### src/rtl/fetch_seq_ctrl.sv
// Instruction-fetch sequencer: keeps one imem request in flight, follows predecoder
// redirects and backend mispredicts, and pushes fetched instructions into the queue.
module fetch_seq_ctrl #(
  parameter logic [31:0] RESET_PC = 32'h1eceb000,
  parameter int          CNT_W    = 16
) (
  input  logic             clk,
  input  logic             rst_n,
  output logic [31:0]      imem_addr,
  output logic [3:0]       imem_rmask,
  input  logic [31:0]      imem_rdata,
  input  logic             imem_resp,
  output logic [31:0]      pd_inst,
  output logic [31:0]      pd_pc,
  input  logic             pd_valid,
  input  logic [31:0]      pd_target,
  input  logic             br_mispredict,
  input  logic [31:0]      br_target,
  input  logic             iq_full,
  output logic             iq_push,
  output logic [31:0]      iq_inst,
  output logic [31:0]      iq_pc,
  output logic [31:0]      iq_pc_next,
  output logic [CNT_W-1:0] redirect_cnt,
  output logic [CNT_W-1:0] squash_cnt
);

  typedef enum logic [1:0] {IDLE, REQ, SQUASH} state_e;

  state_e           state_q;
  logic [31:0]      addr_q;
  logic [31:0]      pc_q;
  logic [CNT_W-1:0] rcnt_q;
  logic [CNT_W-1:0] scnt_q;

  logic [31:0]      pred_next;
  logic [31:0]      br_pc;
  logic [31:0]      squash_pc;

  function automatic logic [31:0] word_align(input logic [31:0] a);
    return {a[31:2], 2'b00};
  endfunction

  function automatic logic [CNT_W-1:0] sat_inc(input logic [CNT_W-1:0] c);
    return (&c) ? c : c + 1'b1;
  endfunction

  assign br_pc     = word_align(br_target);
  assign pred_next = pd_valid ? word_align(pd_target) : addr_q + 32'd4;
  // A mispredict arriving with the squashed response still wins for the restart PC.
  assign squash_pc = br_mispredict ? br_pc : pc_q;

  assign imem_addr    = addr_q;
  assign imem_rmask   = (rst_n && state_q != IDLE) ? 4'hf : 4'h0;
  assign pd_inst      = imem_rdata;
  assign pd_pc        = addr_q;
  assign iq_push      = rst_n && (state_q == REQ) && imem_resp && !br_mispredict;
  assign iq_inst      = imem_rdata;
  assign iq_pc        = addr_q;
  assign iq_pc_next   = pred_next;
  assign redirect_cnt = rcnt_q;
  assign squash_cnt   = scnt_q;

  always_ff @(posedge clk) begin
    if (!rst_n) begin
      state_q <= IDLE;
      pc_q    <= word_align(RESET_PC);
      addr_q  <= word_align(RESET_PC);
      rcnt_q  <= '0;
      scnt_q  <= '0;
    end else begin
      unique case (state_q)
        IDLE: begin
          if (br_mispredict) begin
            pc_q <= br_pc;
          end else if (!iq_full) begin
            state_q <= REQ;
            addr_q  <= pc_q;
          end
        end
        REQ: begin
          if (br_mispredict) begin
            pc_q <= br_pc;
            if (imem_resp) begin
              scnt_q  <= sat_inc(scnt_q);
              addr_q  <= br_pc;
              state_q <= iq_full ? IDLE : REQ;
            end else begin
              state_q <= SQUASH;
            end
          end else if (imem_resp) begin
            pc_q    <= pred_next;
            addr_q  <= pred_next;
            state_q <= iq_full ? IDLE : REQ;
            if (pd_valid) rcnt_q <= sat_inc(rcnt_q);
          end
        end
        SQUASH: begin
          if (br_mispredict) pc_q <= br_pc;
          if (imem_resp) begin
            scnt_q  <= sat_inc(scnt_q);
            addr_q  <= squash_pc;
            state_q <= iq_full ? IDLE : REQ;
          end
        end
        default: state_q <= IDLE;
      endcase
    end
  end

endmodule
### config.mk
export PLATFORM = sky130hd
export DESIGN_NAME = fetch_seq_ctrl
export DESIGN_NICKNAME = d
export VERILOG_FILES = /design/src/rtl/fetch_seq_ctrl.sv
export SDC_FILE = /design/constraint.sdc
export NUM_CORES = 1
export LEC_CHECK = 0
export ABC_CLOCK_PERIOD_IN_PS = 2150
export BUFFER_PORTS_ARGS = -buffer_cell sky130_fd_sc_hd__clkbuf_2
export CAP_MARGIN = 10
export CORE_MARGIN = 2
export CORE_UTILIZATION = 30
export CTS_CLUSTER_SIZE = 16
export DETAILED_ROUTE_END_ITERATION = 8
export PLACE_DENSITY = 0.56
export SYNTH_ARGS = -nofsm -noshare
export SYNTH_HDL_FRONTEND = slang
export SYNTH_SLANG_ARGS = --single-unit
### constraint.sdc
create_clock -name clk -period 2.15 [get_ports clk]
set_input_delay 0 -clock clk [delete_from_list [all_inputs] [get_ports clk]]
set_output_delay 0 -clock clk [all_outputs]
set_load 0.02 [all_outputs]
==> results of run 1 <==
==> cell usage after synthesis, types with 8 or more instances <==
cell type  number
o21ai_0        61
o21a_1          9
inv_1          22
nor4_1         10
nand2_1        72
mux2i_1        10
a21oi_1        52
nor3_1         25
a221oi_1       17
buf_4         131
buf_1           8
a211oi_1        8
clkbuf_1       44
mux2_2         15
o221ai_1       11
xor2_1         21
nor2_1        101
a22oi_1        11
xnor2_1        28
o211ai_1       12
nand4_1        17
o22ai_1        15
a221o_1        13
dfxtp_1        98
or3_1           8
nand3_1        25
==> cell families (layout without fill, tap and decap cells) <==
group | count (synthesis) | after routing | share of synthesized area [%]
AND/OR/NAND/NOR | 302 | 302 | 20.0
AO/OA/AOI/OAI | 259 | 259 | 24.4
buffers and inverters | 208 | 428 | 17.7
flip-flops | 98 | 98 | 27.0
XOR/XNOR | 49 | 49 | 5.92
multiplexers | 25 | 25 | 3.71
adder cells (fa/ha/maj) | 7 | 7 | 1.21
==> through the flow <==
step | hold slack, ns | utilization, % | cell area [um2] | TNS, ns | power [mW]
final | 0.0000113 | 42.2 | 9960 | -1.82 | 6.89
after global routing | 0.0000436 | 42.2 | 9960 | -2.93 | 7.20
after CTS | 0.000211 | 40.3 | 9510 | -1.74 | 6.72
after detailed placement | 0.000211 | 36.5 | 8620 | -0.280 | 4.91
after global placement | 0.000211 | 36.5 | 8620 | -0.352 | 4.90
after floorplan | 0.113 | - | 7440 | -0.0584 | 4.16
==> cell type report <==
type	count	area [um2]
Sequential cell	98	2010
Clock buffer	10	239
Clock inverter	6	52.6
Multi-Input combinational cell	642	4550
Timing Repair Buffer	390	2620
Fill cell	2387	13700
Inverter	22	82.6
Tap cell	319	399
==> routing by layer <==
metal	routed length [um]	part of all wire, %	global-route usage, %
met1	12000	41	27.5
met2	14100	48	37.0
met3	2350	8.1	5.26
met4	662	2.3	7.02
met5	0	0	0
==> report_power, final <==
group	leakage, nW	total (mW)	internal, mW	switching [mW]
Combinational	3.26	3.00	1.20	1.80
Clock	0.146	1.67	0.843	0.830
Sequential	0.809	2.21	2.02	0.193
Total	4.21	6.89	4.07	2.82
==> sequential cells by signal, summed over array words and instances (netlist names) <==
signal / cells
imem_addr: 32
pc_q: 32
redirect_cnt: 16
squash_cnt: 16
state_q: 2
==> final timing paths <==
kind | to | slack [ns]
worst min register to register | pc_q[5] | 0.49
worst max register to register | imem_addr[22] | -0.07
worst max-delay path | iq_pc_next[29] | -0.23
worst min-delay path | iq_inst[23] | 0.00001
==> repair_timing <==
item | CTS | global route
setup endpoints to repair | 32 | 76
pin swaps | 19 | 43
setup buffers | 10 | 17
endpoints found under the hold margin | 19 | 0
hold buffers | 20 | 0
resized for setup | 66 | 89
==> run_results.csv, run 1 <==
group,metric,value,unit
cts,cts_htree_levels,3,
cts,cts_tree,"built",
global_route,grt_max_degree,30,
routing,viasPerCell,5.39,
cts,cts_buffers,9,
routing,drt-total-wl,29000,um
global_route,antenna_found_initial,0,
critical_path,arrival,2.38,ns
min_path,min-delay-start,"imem_rdata[23]",
routing,antenna_left,0,
sta,hold_viol,0,
sta,slew_headroom,58.0,%
die,die_area,25400,um2
critical_path,r2r_start,"imem_addr[2]",
sta,drv_slew,0,
layout,final_cell_mix,"clkbuf_2, buf_4, nor2_1, dfxtp_1, nand2_1",
layout,final_common_cell,"clkbuf_2",
synth,syn-num-nets,1057,
cts,cts_sinks,98,
routing,drc_errors,0,
die,fp-row-count,56,
layout,diodes,0,
power_and_ir_drop,peakVddDrop,0.398,mV
synth,yosysWarningCount,0,
synth,syn_inst,948,
power_and_ir_drop,power_density,692,nW/um2
placed_design,place_ws,-0.0646,ns
critical_path,cp_max_fo,4,
synth,synth_top_cell_area_share,27.0,%
cts,clk_pin_slew_worst_paths,0.08,ns
global_route,grt_util_all_layers,21.9,%
placed_design,place_congestion,0.961,
run,drv_cap,0,
sta,rsz0062_at_grt,"true",
critical_path,critical-path-top-delay-family,"simple AND/OR/NAND/NOR gates",
sta,period_share,111,%
placed_design,place_inst,1426,
cts,cts_root_buffer,"clkbuf_16",
routing,drtPass1Iterations,5,
layout,instances_no_fill,1487,
die,ios,331,
synth,syn_area_per_cell,7.65,um2
die,start_util,30.7,%
global_route,grt_pass1_vias,7514,
synth,synthTopCellsByArea,"dfxtp_1, buf_4, nor2_1",
routing,num_vias,8014,
cts,insertion_delay,0.36,ns
critical_path,worstPathRequired,2.15,ns
synth,synth_area,7250,um2
die,coreArea,23600,um2
power_and_ir_drop,leakage,4.21,nW
sta,fin_crit,2.38,ns
min_path,min_path_cells,0,
critical_path,path_cells,"nand3_4 -> or4_1 -> or4_4 -> xnor2_2 -> mux2_4 -> buf_8",
sta,finalSetupViolCount,17,
sta,fin_skew,0.0120,ns
sta,setup_ws,-0.232,ns
critical_path,r2r_cells,8,
routing,wl_per_cell,19.5,um
critical_path,crit_buf_inv,1,
critical_path,cp-start-kind,"flip-flop",
placed_design,io_buffers,230,
layout,syn_to_final_growth,37.3,%
die,fp.dieW,159,um
routing,drt_iter0_drc,664,
die,die_height,159,um
synth,synthFlopType,"dfxtp_1",
critical_path,slowest_delay,0.51,ns
critical_path,critical_path.startpoint,"imem_addr[11]",
sta,worst_pin_slew,0.629,ns
critical_path,critPathCaptureType,"primary output",
outcome,violations,"negative setup slack",
layout,num-nets-final,1272,
critical_path,crit_path_top_delay_cell,"or4_1",
outcome,status,"finished with violations",
synth,ys_seq_elements,98,
global_route,grt_pass1_wl,43800,um
placed_design,dpl.hpwl,21700,um
sta,fmax,420,MHz
synth,yosys.area.top_type,"dfxtp_1",
synth,synth_enable_flop_cells,0,
critical_path,criticalPathCategory,"reg -> out",
cts,clockBufferDepth,2,
synth,async_reset_ff_share,0,%
min_path,holdCritPathClass,"in -> out",
synth,synth_cell_type_count,62,
global_route,overflow,0,
critical_path,path_depth,6,
synth,ys_seq_area_share,27.0,%
layout,drive_above_1_share,44.0,%
(Power assumes the default switching activity.)
==> run 2: changes to the inputs <==
--- a/config.mk
+++ b/config.mk
@@ -5,14 +5,16 @@
 export SDC_FILE = /design/constraint.sdc
 export NUM_CORES = 1
 export LEC_CHECK = 0
+export ABC_AREA = 1
 export ABC_CLOCK_PERIOD_IN_PS = 2150
 export BUFFER_PORTS_ARGS = -buffer_cell sky130_fd_sc_hd__clkbuf_2
 export CAP_MARGIN = 10
 export CORE_MARGIN = 2
-export CORE_UTILIZATION = 30
+export CORE_UTILIZATION = 45
 export CTS_CLUSTER_SIZE = 16
 export DETAILED_ROUTE_END_ITERATION = 8
-export PLACE_DENSITY = 0.56
+export GPL_TIMING_DRIVEN = 0
+export PLACE_DENSITY = 0.78
 export SYNTH_ARGS = -nofsm -noshare
 export SYNTH_HDL_FRONTEND = slang
 export SYNTH_SLANG_ARGS = --single-unit
==> run 2 against run 1 <==
The run now ends clean. Clock power is 9.6% higher. Power increased by 3.5%. Synthesized area up 8.4%. First-iteration DRC count increased by 57%. Register-to-register slack better by 0.16 ns. Final cell count grew 24%. Critical path depth rose by 2. Hold slack better by 0.031 ns. Critical path type is now reg -> reg. Critical endpoint is now pc_q[2]. Largest cell class unchanged.
==> run_results.csv, run 2 <==
group,metric,value,unit
routing,drtPass1Iterations,6,
layout,num-nets-final,1716,
critical_path,arrival,2.35,ns
sta,finalSetupTns,0,ns
layout,final_cell_mix,"nand2_1, clkbuf_2, a21oi_1, buf_4, nor2_1",
global_route,grtUsageMet1,39.0,%
sta,rsz0062_at_grt,"true",
routing,viasPerCell,5.27,
power_and_ir_drop,power_density,698,nW/um2
global_route,grt_pass1_vias,8467,
min_path,holdCritPathClass,"in -> reg",
synth,syn_area_per_cell,6.07,um2
routing,antenna_left,0,
sta,fin_crit,2.06,ns
cts,cts_buffers,9,
synth,ys_top_cells_by_count,"nand2_1, a21oi_1, buf_4",
die,ios,331,
global_route,grt_pass1_wl,44500,um
sta,drv_slew,0,
cts,clockBufferDepth,2,
min_path,min_path_cells,5,
synth,async_reset_ff_share,0,%
synth,ys_seq_elements,98,
global_route,antenna_found_initial,0,
sta,fmax,485,MHz
cts,cts_sinks,98,
critical_path,critPathCaptureType,"flip-flop",
synth,synth_area,7860,um2
layout,drive_above_1_share,35.4,%
cts,cts_root_buffer,"clkbuf_16",
die,fp-row-count,48,
placed_design,io_buffers,293,
critical_path,critical-path-top-delay-family,"buffers and inverters",
layout,final_common_cell,"nand2_1",
routing,drc_errors,0,
routing,num_vias,9688,
cts,insertion_delay,0.36,ns
routing,drt_iter0_drc,1043,
power_and_ir_drop,leakage,4.99,nW
critical_path,cp-start-kind,"flip-flop",
synth,yosysWarningCount,0,
synth,ys_seq_area_share,24.9,%
placed_design,place_congestion,0.973,
routing,wl_per_cell,16.4,um
critical_path,r2r_cells,8,
sta,slew_headroom,51.4,%
cts,cts_tree,"built",
die,die_height,136,um
global_route,use_met3,6.60,%
die,fp.dieW,136,um
synth,yosys.area.top_type,"dfxtp_1",
power_and_ir_drop,combinationalPowerShare,41.5,%
synth,syn_inst,1295,
synth,synthTopCellsByArea,"dfxtp_1, nand2_1, buf_4",
placed_design,place_ws,-0.244,ns
synth,synth_top_cell_area_share,24.9,%
run,drv_cap,0,
critical_path,criticalPathCategory,"reg -> reg",
global_route,overflow,0,
die,coreArea,17200,um2
sta,setup_ws,0.0888,ns
power_and_ir_drop,peakVddDrop,0.470,mV
die,die_area,18500,um2
outcome,status,"finished, final reports clean",
critical_path,path_cells,"inv_1 -> ha_1 -> buf_2 -> nor2_2 -> inv_1 -> clkbuf_1 -> a21oi_1 -> a21oi_1",
critical_path,path_depth,8,
power_and_ir_drop,pwr-share-clk,25.6,%
sta,hold_ws,0.0311,ns
critical_path,cp_max_fo,10,
critical_path,crit_path_top_delay_cell,"clkbuf_1",
synth,synth_enable_flop_cells,0,
critical_path,slowest_delay,0.45,ns
power_and_ir_drop,swShare,41.6,%
global_route,grt.met2_usage,49.8,%
power_and_ir_drop,pwr-share-seq,32.9,%
synth,yosysMostFrequentCell,"nand2_1",
sta,worst_pin_slew,0.728,ns
synth,syn-num-nets,1404,
placed_design,dpl.hpwl,22900,um
cts,cts_htree_levels,3,
global_route,grt_util_all_layers,31.0,%
routing,drt-total-wl,30100,um
sta,hold_viol,0,
critical_path,worstPathRequired,2.44,ns
global_route,grt.busiest_layer,"met2",
sta,period_share,95.9,%
cts,clk_pin_slew_worst_paths,0.07,ns
power_and_ir_drop,p_int,4.17,mW
global_route,grt_max_degree,17,
layout,diodes,0,
sta,finalSetupViolCount,0,
synth,synthFlopType,"dfxtp_1",
die,start_util,45.8,%
layout,syn_to_final_growth,29.8,%
power_and_ir_drop,switchingPower,2.96,mW
critical_path,crit_buf_inv,4,
synth,synth_cell_type_count,45,
sta,fin_skew,0.0114,ns
-- run 2: cell type report --
cell class,count,area [um2]
Clock buffer,10,229
Clock inverter,6,87.6
Sequential cell,98,2020
Tap cell,225,282
Buffer,191,1260
Timing Repair Buffer,301,1530
Multi-Input combinational cell,906,4430
Inverter,100,375
Fill cell,1691,6970
-- run 2: cells by family after synthesis --
logic type,synth area share [%]
fa+ha+maj,1.11
simple gates,32.0
flops,24.9
buf+inv,20.5
xor+xnor,2.00
compound gates,19.5
-- run 2: power by group through the flow --
stage	combinational (mW)	sequential, mW	clock, mW
after floorplan	1.86	2.36	0
after global placement	2.79	2.36	0
after detailed placement	2.82	2.37	0
after CTS	2.85	2.34	1.82
after global routing	3.19	2.37	1.91
final	2.96	2.35	1.83
-- run 2: path summary, 6_finish.rpt --
kind	from	end	slack (ns)
worst min register to register	pc_q[30]	pc_q[30]	0.47
worst min-delay path	br_target[9]	pc_q[9]	0.03
worst max-delay path	state_q[0]	pc_q[2]	0.09
worst max register to register	state_q[0]	pc_q[2]	0.09
-- run 2: layer usage --
metal  share of wire, %  vias to the layer above  wire length (um)
li1                   -                     4670                 -
met1                 38                     4299             11500
met2                 46                      609             13800
met3                 11                      110              3200
met4                5.4                        0              1630
met5                  0                        -                 0
-- run 2: tightest hold or removal path, delay by kind of cell --
family | cells | cell delay, ns
and+or+nand+nor | 3 | 0.21
buffers and inverters | 1 | 0.09
AOI/OAI and AO/OA | 1 | 0.05
-- run 2: repair_timing --
item,in CTS,in global routing
hold buffers,0,0
gates resized for setup,31,68
hold endpoints to repair,0,0
pin swaps,0,6
buffers inserted,0,8
gates cloned,0,0
endpoints found under the setup margin,62,92
-- run 2: stage by stage --
stage | utilization [%] | power [mW] | instance area [um2] | instances
5_1_grt | 59.4 | 7.47 | 10200 | 1837
3_3_place_gp | 56.0 | 5.14 | 9610 | 1813
2_1_floorplan | - | 4.22 | 7860 | 1295
6_report | 59.4 | 7.13 | 10200 | 1837
3_5_place_dp | 56.0 | 5.18 | 9610 | 1813
4_1_cts | 58.3 | 7.01 | 10000 | 1829
==> run 3: changes to the inputs <==
--- a/config.mk
+++ b/config.mk
@@ -5,16 +5,16 @@
 export SDC_FILE = /design/constraint.sdc
 export NUM_CORES = 1
 export LEC_CHECK = 0
-export ABC_AREA = 1
 export ABC_CLOCK_PERIOD_IN_PS = 2150
 export BUFFER_PORTS_ARGS = -buffer_cell sky130_fd_sc_hd__clkbuf_2
 export CAP_MARGIN = 10
 export CORE_MARGIN = 2
-export CORE_UTILIZATION = 45
+export CORE_UTILIZATION = 44
 export CTS_CLUSTER_SIZE = 16
 export DETAILED_ROUTE_END_ITERATION = 8
 export GPL_TIMING_DRIVEN = 0
 export PLACE_DENSITY = 0.78
+export SLEW_MARGIN = 15
 export SYNTH_ARGS = -nofsm -noshare
 export SYNTH_HDL_FRONTEND = slang
 export SYNTH_SLANG_ARGS = --single-unit
==> run 3 against run 2 <==
Final area increased by 9.5%. Critical path depth decreased by 2. Non-clock buffer count increased by 79. Register-to-register slack got worse by 0.37 ns. Sequential share of layout area decreased by 1.4 points. First-iteration DRC count increased by 36%. Global-route usage increased by 3.3 points. The flow now finishes with violations (design-rule violations, negative setup slack). Via count decreased by 0.88%. Largest power group unchanged. Flip-flop and latch count unchanged.
==> run_results.csv, run 3 (same netlist as run 1, synthesis figures left out) <==
group,metric,value,unit
outcome,status,"finished with violations",
outcome,violations,"design-rule violations, negative setup slack",
global_route,overflow,0,
sta,fin_skew,0.00920,ns
die,fp.dieW,132,um
placed_design,io_buffers,291,
sta,drv_slew,0,
routing,drc_errors,27,
critical_path,crit_buf_inv,1,
layout,syn_to_final_growth,54.2,%
min_path,holdCritPathClass,"in -> reg",
critical_path,criticalPathCategory,"reg -> out",
routing,drt_iter0_drc,1416,
critical_path,worstPathRequired,2.15,ns
power_and_ir_drop,power_density,683,nW/um2
routing,antenna_left,0,
sta,slew_headroom,31.7,%
die,die_height,132,um
die,fp-row-count,46,
cts,cts_tree,"built",
cts,cts_htree_levels,3,
routing,num_vias,9603,
critical_path,path_cells,"nand3_4 -> or4_1 -> or4_4 -> xnor2_1 -> mux2_4 -> clkbuf_8",
sta,fmax,392,MHz
sta,fin_crit,2.55,ns
placed_design,dpl.hpwl,21400,um
sta,setup_ws,-0.402,ns
sta,finalSetupTns,-5.56,ns
placed_design,placed_cell_area,9160,um2
critical_path,arrival,2.55,ns
layout,final_cell_mix,"clkbuf_2, buf_4, nor2_1, dfxtp_1, nand2_1",
routing,viasPerCell,6.13,
routing,wl_per_cell,21.4,um
placed_design,place_congestion,1.00,
sta,finalSetupViolCount,36,
cts,cts_root_buffer,"clkbuf_16",
global_route,grt_pass1_wl,47300,um
die,ios,331,
cts,cts_buffers,9,
layout,drive_above_1_share,51.5,%
critical_path,cp_max_fo,6,
routing,drt-total-wl,33500,um
critical_path,critPathCaptureType,"primary output",
sta,period_share,119,%
die,start_util,45.3,%
routing,drtPass1Iterations,9,
sta,hold_viol,0,
cts,clk_pin_slew_worst_paths,0.07,ns
global_route,grt_pass1_vias,8742,
critical_path,crit_path_top_delay_cell,"or4_1",
critical_path,slowest_delay,0.57,ns
global_route,grt_util_all_layers,34.4,%
cts,cts_sinks,98,
power_and_ir_drop,peakVddDrop,0.551,mV
layout,num-nets-final,1453,
critical_path,critical-path-top-delay-family,"simple AND/OR/NAND/NOR gates",
critical_path,cp-start-kind,"flip-flop",
sta,rsz0062_at_grt,"true",
sta,worst_pin_slew,1.02,ns
die,die_area,17500,um2
layout,design_area,11200,um2
global_route,grt_max_degree,17,
global_route,antenna_found_initial,1,
cts,clockBufferDepth,2,
layout,final_common_cell,"clkbuf_2",
cts,insertion_delay,0.36,ns
run,drv_cap,0,
die,coreArea,16000,um2
power_and_ir_drop,leakage,5.03,nW
-- run 3: cell types whose count changed in the layout (fill, tap and decap cells not counted), moves of 15 or more --
cell,before,now
nand3_1,42,20
o21ai_0,91,47
buf_4,144,198
xnor2_1,7,22
nor2_1,104,88
nand2_1,355,67
dlygate4sd3_1,0,20
buf_6,1,16
inv_1,94,22
a21oi_1,147,46
-- run 3: worst register-to-register path, delay by kind of cell, from the launching register on --
family,cells,cell delay [ns]
compound gates,1,0.16
buf+inv,1,0.13
simple gates,3,1.18
xor+xnor,1,0.14
flops,1,0.43
mux,1,0.28
-- run 3: area by class of cell --
type | instances | area (um2)
plain buffers | 182 | 1350
well taps | 216 | 270
inverters | 22 | 82.6
diodes | 1 | 2.50
flip-flops and latches | 98 | 2060
repair buffers | 389 | 2390
multi-input cells | 642 | 4720
fillers | 1228 | 4820
clock inverters | 4 | 26.3
clock buffers | 12 | 289
-- run 3: worst paths after layout --
| kind | from | endpoint | slack, ns | cells past startpoint |
|---|---|---|---|---|
| setup / recovery | imem_addr[13] | iq_pc_next[29] | -0.40 | 6 |
| hold / removal | br_target[13] | imem_addr[13] | 0.01 | 3 |
| setup reg to reg | imem_addr[13] | pc_q[29] | -0.28 | 7 |
| hold reg to reg | pc_q[5] | pc_q[5] | 0.50 | 1 |
-- run 3: routing by layer --
metal	global-route usage, %	up-vias	routed length (um)
li1	-	4105	-
met1	39.6	4325	11000
met2	55.7	889	14800
met3	13.0	284	5020
met4	17.6	0	2730
met5	0	-	0
-- run 3: stage by stage --
step                      worst slack [ns]  utilization, %  power, mW  hold WS, ns  cells
after detailed placement            -0.641            57.3       5.07        0.224   1455
after global routing                -0.621            69.9       7.87       0.0196   1566
after global placement              -0.634            57.3       5.03        0.225   1455
after floorplan                    -0.0439               -       4.16        0.113    948
after CTS                           -0.287            66.1       7.22      0.00842   1544
final                               -0.402            69.9       7.64       0.0118   1566
-- run 3: power breakdown --
part	internal, mW	total (mW)	switching, mW
Combinational	1.50	3.58	2.08
Clock	0.962	1.74	0.779
Sequential	2.03	2.32	0.287
-- run 3: repair_timing --
item	4_1_cts	5_1_grt
pin swaps	21	49
setup endpoints to repair	103	91
setup buffers	51	23
hold endpoints to repair	21	0
cloned	6	0
gates resized for setup	120	127
hold buffers	20	0
